--- src/rtl/biriscv_fetch_linebuf_pkg.sv ---
// Shared definitions for the fetch line buffer: FSM state encodings and beat-count helper.
package biriscv_fetch_linebuf_pkg;

    localparam logic [1:0] LINEBUF_STATE_IDLE = 2'd0;
    localparam logic [1:0] LINEBUF_STATE_REQ  = 2'd1;
    localparam logic [1:0] LINEBUF_STATE_FILL = 2'd2;
    localparam logic [1:0] LINEBUF_STATE_RESP = 2'd3;

    // Number of 64-bit memory beats that make up one line.
    function automatic int unsigned linebuf_beats(input int unsigned line_bytes);
        return line_bytes / 8;
    endfunction

endpackage

--- src/rtl/biriscv_fetch_linebuf_if.sv ---
// Fetch-side (icache_*) and memory-side (mem_*) signal bundle of the line buffer.
interface biriscv_fetch_linebuf_if;
    import biriscv_fetch_linebuf_pkg::*;

    logic        icache_rd_i;
    logic        icache_flush_i;
    logic        icache_invalidate_i;
    logic [31:0] icache_pc_i;
    logic [1:0]  icache_priv_i;
    logic        icache_accept_o;
    logic        icache_valid_o;
    logic        icache_error_o;
    logic [63:0] icache_inst_o;
    logic        icache_page_fault_o;
    logic        mem_rd_o;
    logic [31:0] mem_addr_o;
    logic        mem_accept_i;
    logic        mem_valid_i;
    logic [63:0] mem_data_i;
    logic        mem_error_i;

    // The line buffer itself
    modport slave (
        input  icache_rd_i, icache_flush_i, icache_invalidate_i, icache_pc_i, icache_priv_i,
        output icache_accept_o, icache_valid_o, icache_error_o, icache_inst_o, icache_page_fault_o,
        output mem_rd_o, mem_addr_o,
        input  mem_accept_i, mem_valid_i, mem_data_i, mem_error_i
    );

    // Frontend plus memory environment
    modport master (
        output icache_rd_i, icache_flush_i, icache_invalidate_i, icache_pc_i, icache_priv_i,
        input  icache_accept_o, icache_valid_o, icache_error_o, icache_inst_o, icache_page_fault_o,
        input  mem_rd_o, mem_addr_o,
        output mem_accept_i, mem_valid_i, mem_data_i, mem_error_i
    );

endinterface

--- src/rtl/biriscv_fetch_linebuf_ram.sv ---
// Line data array: flop storage, one synchronous write port, two asynchronous read ports.
module biriscv_fetch_linebuf_ram #(
    parameter int unsigned DEPTH = 16,
    parameter int unsigned AW    = 4
) (
    input  logic          clk,
    input  logic          we,
    input  logic [AW-1:0] waddr,
    input  logic [63:0]   wdata,
    input  logic [AW-1:0] raddr_a,
    output logic [63:0]   rdata_a,
    input  logic [AW-1:0] raddr_b,
    output logic [63:0]   rdata_b
);
    logic [63:0] mem [DEPTH];

    always_ff @(posedge clk) begin
        if (we) mem[waddr] <= wdata;
    end

    assign rdata_a = mem[raddr_a];
    assign rdata_b = mem[raddr_b];

endmodule

--- src/rtl/biriscv_fetch_linebuf.sv ---
// Direct-mapped instruction line buffer: 1-cycle hits, in-order burst line fill on a miss.
module biriscv_fetch_linebuf
    import biriscv_fetch_linebuf_pkg::*;
#(
    parameter int unsigned LINE_BYTES   = 32,
    parameter int unsigned LINE_BYTES_W = 5,
    parameter int unsigned NUM_LINES    = 4,
    parameter int unsigned NUM_LINES_W  = 2
) (
    input logic                   clk,
    input logic                   rst,
    biriscv_fetch_linebuf_if.slave bus
);
    localparam int unsigned BEATS = linebuf_beats(LINE_BYTES);
    localparam int unsigned CNT_W = (BEATS > 1) ? LINE_BYTES_W - 3 : 1;
    localparam int unsigned AW    = NUM_LINES_W + LINE_BYTES_W - 3;
    localparam int unsigned TAG_W = 32 - LINE_BYTES_W - NUM_LINES_W;
    localparam int unsigned IDX_LO = LINE_BYTES_W;
    localparam int unsigned TAG_LO = LINE_BYTES_W + NUM_LINES_W;

    logic [1:0]             state;
    logic [31:0]            pc_q;
    logic [CNT_W-1:0]       cnt;
    logic                   err_q;
    logic                   drop_q;
    logic [NUM_LINES-1:0]   line_valid;
    logic [TAG_W-1:0]       tags [NUM_LINES];
    logic                   hit_valid_q;
    logic [63:0]            hit_inst_q;

    logic [NUM_LINES_W-1:0] req_idx, fill_idx;
    logic [TAG_W-1:0]       req_tag, fill_tag;
    logic [AW-1:0]          req_addr, fill_raddr, fill_waddr;
    logic [63:0]            hit_data, fill_data;
    logic                   flush, accept, hit, fill_we, last_beat, beat_err;
    logic                   unused_bits;

    assign req_idx    = bus.icache_pc_i[TAG_LO-1:IDX_LO];
    assign req_tag    = bus.icache_pc_i[31:TAG_LO];
    assign req_addr   = bus.icache_pc_i[AW+2:3];
    assign fill_idx   = pc_q[TAG_LO-1:IDX_LO];
    assign fill_tag   = pc_q[31:TAG_LO];
    assign fill_raddr = pc_q[AW+2:3];
    assign fill_waddr = AW'(32'(fill_idx) * BEATS + 32'(cnt));

    assign flush     = bus.icache_flush_i | bus.icache_invalidate_i;
    assign accept    = ~rst & (state == LINEBUF_STATE_IDLE) & ~flush & bus.icache_rd_i;
    assign hit       = line_valid[req_idx] & (tags[req_idx] == req_tag);
    assign fill_we   = (state == LINEBUF_STATE_FILL) & bus.mem_valid_i;
    assign last_beat = fill_we & (cnt == CNT_W'(BEATS - 1));
    assign beat_err  = err_q | bus.mem_error_i;

    biriscv_fetch_linebuf_ram #(
        .DEPTH (NUM_LINES * BEATS),
        .AW    (AW)
    ) u_ram (
        .clk     (clk),
        .we      (fill_we),
        .waddr   (fill_waddr),
        .wdata   (bus.mem_data_i),
        .raddr_a (req_addr),
        .rdata_a (hit_data),
        .raddr_b (fill_raddr),
        .rdata_b (fill_data)
    );

    always_ff @(posedge clk) begin
        if (rst) begin
            state       <= LINEBUF_STATE_IDLE;
            pc_q        <= '0;
            cnt         <= '0;
            err_q       <= 1'b0;
            drop_q      <= 1'b0;
            line_valid  <= '0;
            hit_valid_q <= 1'b0;
            hit_inst_q  <= '0;
        end else begin
            hit_valid_q <= accept & hit;
            if (accept & hit) hit_inst_q <= hit_data;

            case (state)
                LINEBUF_STATE_IDLE: begin
                    if (accept & ~hit) begin
                        pc_q  <= bus.icache_pc_i;
                        state <= LINEBUF_STATE_REQ;
                    end
                end
                LINEBUF_STATE_REQ: begin
                    if (bus.mem_accept_i) begin
                        cnt   <= '0;
                        err_q <= 1'b0;
                        state <= LINEBUF_STATE_FILL;
                    end
                end
                LINEBUF_STATE_FILL: begin
                    if (bus.mem_valid_i) begin
                        cnt   <= cnt + CNT_W'(1);
                        err_q <= beat_err;
                        if (last_beat) begin
                            line_valid[fill_idx] <= ~beat_err & ~drop_q;
                            state                <= LINEBUF_STATE_RESP;
                        end
                    end
                end
                default: begin
                    drop_q <= 1'b0;
                    state  <= LINEBUF_STATE_IDLE;
                end
            endcase

            // Flush wins over a same-edge line install; an in-flight fill is marked to be discarded.
            if (flush) begin
                line_valid <= '0;
                if (state == LINEBUF_STATE_REQ || state == LINEBUF_STATE_FILL) drop_q <= 1'b1;
            end
        end
    end

    always_ff @(posedge clk) begin
        if (last_beat) tags[fill_idx] <= fill_tag;
    end

    assign bus.icache_accept_o     = accept;
    assign bus.icache_valid_o      = hit_valid_q | (state == LINEBUF_STATE_RESP);
    assign bus.icache_error_o      = (state == LINEBUF_STATE_RESP) & err_q;
    assign bus.icache_inst_o       = (state == LINEBUF_STATE_RESP) ? (err_q ? '0 : fill_data)
                                                                   : hit_inst_q;
    assign bus.icache_page_fault_o = 1'b0;
    assign bus.mem_rd_o            = (state == LINEBUF_STATE_REQ);
    assign bus.mem_addr_o          = {pc_q[31:LINE_BYTES_W], {LINE_BYTES_W{1'b0}}};

    assign unused_bits = ^{bus.icache_priv_i, bus.icache_pc_i[2:0], pc_q[2:0]};

endmodule

--- src/flat_wrapper.sv ---
// flat-port wrapper written by rule: the top's interface ports become plain ports
module biriscv_fetch_linebuf_flat import biriscv_fetch_linebuf_pkg::*;
#(
    parameter int unsigned LINE_BYTES   = 32,
    parameter int unsigned LINE_BYTES_W = 5,
    parameter int unsigned NUM_LINES    = 4,
    parameter int unsigned NUM_LINES_W  = 2
)
  (clk, rst, bus_icache_rd_i, bus_icache_flush_i, bus_icache_invalidate_i, bus_icache_pc_i, bus_icache_priv_i, bus_icache_accept_o, bus_icache_valid_o, bus_icache_error_o, bus_icache_inst_o, bus_icache_page_fault_o, bus_mem_rd_o, bus_mem_addr_o, bus_mem_accept_i, bus_mem_valid_i, bus_mem_data_i, bus_mem_error_i);
  biriscv_fetch_linebuf_if bus_i ();
  input logic clk;
  input logic rst;
  input wire logic [$bits(bus_i.icache_rd_i)-1:0] bus_icache_rd_i;
  input wire logic [$bits(bus_i.icache_flush_i)-1:0] bus_icache_flush_i;
  input wire logic [$bits(bus_i.icache_invalidate_i)-1:0] bus_icache_invalidate_i;
  input wire logic [$bits(bus_i.icache_pc_i)-1:0] bus_icache_pc_i;
  input wire logic [$bits(bus_i.icache_priv_i)-1:0] bus_icache_priv_i;
  output wire logic [$bits(bus_i.icache_accept_o)-1:0] bus_icache_accept_o;
  output wire logic [$bits(bus_i.icache_valid_o)-1:0] bus_icache_valid_o;
  output wire logic [$bits(bus_i.icache_error_o)-1:0] bus_icache_error_o;
  output wire logic [$bits(bus_i.icache_inst_o)-1:0] bus_icache_inst_o;
  output wire logic [$bits(bus_i.icache_page_fault_o)-1:0] bus_icache_page_fault_o;
  output wire logic [$bits(bus_i.mem_rd_o)-1:0] bus_mem_rd_o;
  output wire logic [$bits(bus_i.mem_addr_o)-1:0] bus_mem_addr_o;
  input wire logic [$bits(bus_i.mem_accept_i)-1:0] bus_mem_accept_i;
  input wire logic [$bits(bus_i.mem_valid_i)-1:0] bus_mem_valid_i;
  input wire logic [$bits(bus_i.mem_data_i)-1:0] bus_mem_data_i;
  input wire logic [$bits(bus_i.mem_error_i)-1:0] bus_mem_error_i;
  assign bus_i.icache_rd_i = bus_icache_rd_i;
  assign bus_i.icache_flush_i = bus_icache_flush_i;
  assign bus_i.icache_invalidate_i = bus_icache_invalidate_i;
  assign bus_i.icache_pc_i = bus_icache_pc_i;
  assign bus_i.icache_priv_i = bus_icache_priv_i;
  assign bus_icache_accept_o = bus_i.icache_accept_o;
  assign bus_icache_valid_o = bus_i.icache_valid_o;
  assign bus_icache_error_o = bus_i.icache_error_o;
  assign bus_icache_inst_o = bus_i.icache_inst_o;
  assign bus_icache_page_fault_o = bus_i.icache_page_fault_o;
  assign bus_mem_rd_o = bus_i.mem_rd_o;
  assign bus_mem_addr_o = bus_i.mem_addr_o;
  assign bus_i.mem_accept_i = bus_mem_accept_i;
  assign bus_i.mem_valid_i = bus_mem_valid_i;
  assign bus_i.mem_data_i = bus_mem_data_i;
  assign bus_i.mem_error_i = bus_mem_error_i;
  biriscv_fetch_linebuf #(.LINE_BYTES(LINE_BYTES), .LINE_BYTES_W(LINE_BYTES_W), .NUM_LINES(NUM_LINES), .NUM_LINES_W(NUM_LINES_W)) u_core (.clk(clk), .rst(rst), .bus(bus_i));
endmodule
--- config.mk ---
export PLATFORM = sky130hd
export DESIGN_NAME = biriscv_fetch_linebuf_flat
export DESIGN_NICKNAME = d
export VERILOG_FILES = /design/src/rtl/biriscv_fetch_linebuf_pkg.sv /design/src/rtl/biriscv_fetch_linebuf_if.sv /design/src/rtl/biriscv_fetch_linebuf_ram.sv /design/src/rtl/biriscv_fetch_linebuf.sv /design/src/flat_wrapper.sv
export SDC_FILE = /design/constraint.sdc
export NUM_CORES = 2
export LEC_CHECK = 0
export CAP_MARGIN = 15
export CORE_ASPECT_RATIO = 1.25
export CORE_MARGIN = 2
export CORE_UTILIZATION = 38
export CTS_CLUSTER_SIZE = 16
export DETAILED_ROUTE_END_ITERATION = 12
export GPL_TIMING_DRIVEN = 0
export PLACE_DENSITY = 0.51
export SYNTH_ARGS = -nofsm -noshare
export SYNTH_HDL_FRONTEND = slang
export SYNTH_SLANG_ARGS = --single-unit
export TNS_END_PERCENT = 1
--- constraint.sdc ---
create_clock -name clk -period 9.03 [get_ports clk]
set_input_delay 0.903 -clock clk [delete_from_list [all_inputs] [get_ports clk]]
set_output_delay 0.903 -clock clk [all_outputs]
set_load 0.005 [all_outputs]
==> results.py <==
metrics = {
    "placed_design": {
        "portBuffers": 190,
        "place_hpwl_mm": 123,
        "gp_congestion": 0.818,
        "dp_slack_ns": 3.95,
        "place_area_um2": 63000,
    },
    "synthesis": {
        "synth_area_um2": 56100,
        "yosysWarnings": 0,
        "synth_ff_type": "edfxtp_1",
        "synth.ff_latch_count": 1232,
        "synth_area_leaders": "edfxtp_1 60%, mux4_2 26%, dfxtp_1 3.9%",
        "synth_top_area_cell": "edfxtp_1",
        "syn_inst": 2772,
        "synth_edf_count": 1124,
        "async_reset_ff_frac": 0,
        "seq_area_frac_synth": 0.640,
        "synth_top_area_frac": 0.602,
        "avgSynthCellArea_um2": 20.2,
        "synth.distinct_cells": 55,
    },
    "routing": {
        "wl_mm": 180,
        "vias": 31162,
        "antenna_left": 0,
        "routedWlPerCell_um": 34.1,
        "avgViaCountPerCell": 5.91,
        "dr.pass1.iters": 5,
        "drc": 0,
        "drt-initial-drc-count": 3109,
    },
    "worst_setup_path": {
        "end_kind": "output port",
        "path_max_fanout": 10,
        "reg2reg_from": "u_core.state[0]$_SDFFE_PP0P_",
        "start_kind": "register",
        "regToRegSetupSlack_ns": 5.49,
        "arrival_ns": 4.71,
        "regToRegEndpoint": "u_core.u_ram.mem[0][58]$_DFFE_PP_",
        "cp.required_ns": 8.13,
        "worstSetupPathType": "reg -> out",
        "reg2reg_depth": 10,
    },
    "cells_and_area": {
        "final_nets": 3369,
        "post-route-util": 0.459,
        "design_area_um2": 67300,
        "area.growth.synth_to_final_pct": 20.0,
        "drive_gt1_frac": 0.328,
    },
    "die": {
        "core_um2": 147000,
        "rows": 157,
        "initial_utilization": 0.383,
        "die_h_um": 434,
        "io_pins": 207,
        "die_w_um": 348,
        "die_area_um2": 151000,
    },
    "clock_tree": {
        "cts.clk_slew.worst_paths_ns": 0.06,
        "cts.sinks": 1232,
        "numCtsBuffers": 133,
        "postCtsSetupBuffers": 0,
        "cts_root_buffer": "clkbuf_16",
        "cts_hold_buffers": 0,
        "cts_buffer_depth": 3,
        "insertion_delay_ns": 0.80,
        "post_cts_resized": 0,
        "cts_tree": "done",
        "htree_levels": 4,
    },
    "sta": {
        "rsz0062_at_grt": "no",
        "max_slew_margin": 0.162,
        "hold_viol": 0,
        "finalCritPeriodShare": 0.621,
        "period_needed_ns": 5.61,
        "setup_viol": 0,
        "fin_ws_ns": 3.42,
        "report.final.slew_viol_count": 0,
        "finClkSkew_ns": 0.0384,
        "max_freq_mhz": 178,
        "worst_pin_slew_ns": 1.26,
    },
    "pwr": {
        "cellPowerDensity_nw_per_um2": 188,
        "power_leakage_nw": 20.9,
        "peakVddDrop_mv": 0.238,
    },
    "global_route": {
        "grt.overflow.total": 0,
        "grt_pass1_vias": 33297,
        "grt_max_degree": 23,
        "grt_pass1_wl_mm": 252,
        "grt_usage": 0.240,
        "antenna_found_initial": 17,
    },
    "min_path": {
        "holdPathStages": 2,
        "min_from": "u_core.hit_inst_q[0]$_SDFFE_PP0P_",
        "hold_path_class": "reg -> reg",
        "min_to": "u_core.hit_inst_q[0]$_SDFFE_PP0P_",
    },
    "outcome": {
        "status": "finished, final reports clean",
    },
    "job": {
        "max-cap-violations": 0,
    },
}
-- how the worst max path moves through the flow --
| stage | startpoint | end | slack [ns] | cells after the start |
|---|---|---|---|---|
| finish | register | bus_icache_inst_o[21] | 3.42 | 7 |
| global route | register | bus_icache_inst_o[38] | 3.19 | 8 |
| CTS | register | bus_icache_inst_o[32] | 3.05 | 8 |
| global placement | bus_mem_valid_i | u_core.u_ram.mem[3][57]$_DFFE_PP_ | -5.48 | 4 |
| detailed placement | register | bus_icache_inst_o[32] | 3.95 | 8 |
| floorplan | bus_mem_valid_i | u_core.u_ram.mem[3][0]$_DFFE_PP_ | 2.62 | 4 |
-- worst max-delay path: stages, from the launching register on --
cell	delay, ns
dfxtp_1	0.36
clkbuf_1	0.79
clkbuf_1	0.93
mux4_2	0.38
mux4_2	0.23
inv_1	0.05
o22ai_1	0.52
clkdlybuf4s50_1	0.64
-- cell usage after synthesis (all sizes together), types with 3 or more instances --
| cell type | number |
|---|---|
| ha | 8 |
| nor3 | 9 |
| edfxtp | 1124 |
| nand4b | 3 |
| buf | 104 |
| dfxtp | 108 |
| a21oi | 10 |
| nand2b | 147 |
| nand4 | 7 |
| inv | 133 |
| clkbuf | 130 |
| o22ai | 67 |
| mux2 | 26 |
| nor2 | 26 |
| mux4 | 652 |
| o21ai | 15 |
| mux2i | 99 |
| nor2b | 27 |
| xnor2 | 14 |
| nand2 | 12 |
| a22oi | 7 |
| nand3 | 11 |
| nor4 | 3 |
| and2 | 3 |
-- cell families after synthesis --
group	count (synthesis)	share of synthesized area
other	1	0.0000669
multiplexers	777	0.285
buffers and inverters	367	0.0302
flip-flops	1232	0.640
AND/OR/NAND/NOR	255	0.0267
XOR/XNOR	16	0.00250
adder cells (fa/ha/maj)	8	0.00178
AO/OA/AOI/OAI	116	0.0134
-- registers in the layout, indices dropped and copies added (netlist names), named ones only --
register / flops
u_core.u_ram.mem: 1024
u_core.tags: 100
u_core.hit_inst_q: 64
u_core.pc_q: 29
u_core.line_valid: 4
u_core.cnt: 2
u_core.state: 2
u_core.drop_q: 1
u_core.err_q: 1
u_core.hit_valid_q: 1
-- power by group --
| part | internal, mW | leakage, nW | switching (mW) |
|---|---|---|---|
| logic | 0.474 | 7.82 | 0.532 |
| clock network | 3.03 | 2.06 | 2.35 |
| registers | 6.25 | 11.0 | 0.0202 |
-- placed cells by master, fill, tap and decap left out, types with 11 or more instances in the layout --
master           count
edfxtp_1          1124
mux4_2             651
clkdlybuf4s50_1    190
clkbuf_1           169
nand2b_1           147
clkbuf_16          134
inv_1              133
dfxtp_1            108
mux2i_1             99
o22ai_1             67
buf_8               61
buf_1               44
buf_6               44
buf_12              44
buf_4               36
nor2b_1             27
mux2_2              21
clkinv_2            19
clkinv_1            17
buf_16              17
nor2_4              15
xnor2_1             14
o21ai_0             13
nand2_1             12
nand3_1             11
buf_2               11
nor2_1              11
clkbuf_8            11
-- stage by stage --
step	std cells	power, mW	TNS, ns	hold slack (ns)
floorplan	2777	6.95	0	0.449
global placement	4875	7.34	-1790.14	0.459
detailed placement	5020	7.39	0	0.460
CTS	5263	12.8	0	0.476
global route	5273	13.0	0	0.487
finish	5275	12.7	0	0.473
-- cell type report --
type / count / area (µm²)
fill: 12418 / 79200
sequential: 1232 / 35900
multi-input combinational: 1178 / 18600
timing repair buffer: 343 / 4440
clock buffer: 184 / 3650
tap: 1908 / 2390
buffer: 234 / 1200
clock inverter: 59 / 582
inverter: 133 / 499
antenna: 4 / 10.0
-- per-layer routing --
metal | global-route usage | routed length (µm) | up-vias
met5 | 0 | 114 | -
met4 | 0.0776 | 5070 | 20
met3 | 0.0438 | 11100 | 285
met2 | 0.412 | 91600 | 1244
met1 | 0.310 | 71800 | 17008
li1 | - | - | 12605
Note: power is estimated with default switching activity, not from simulation.
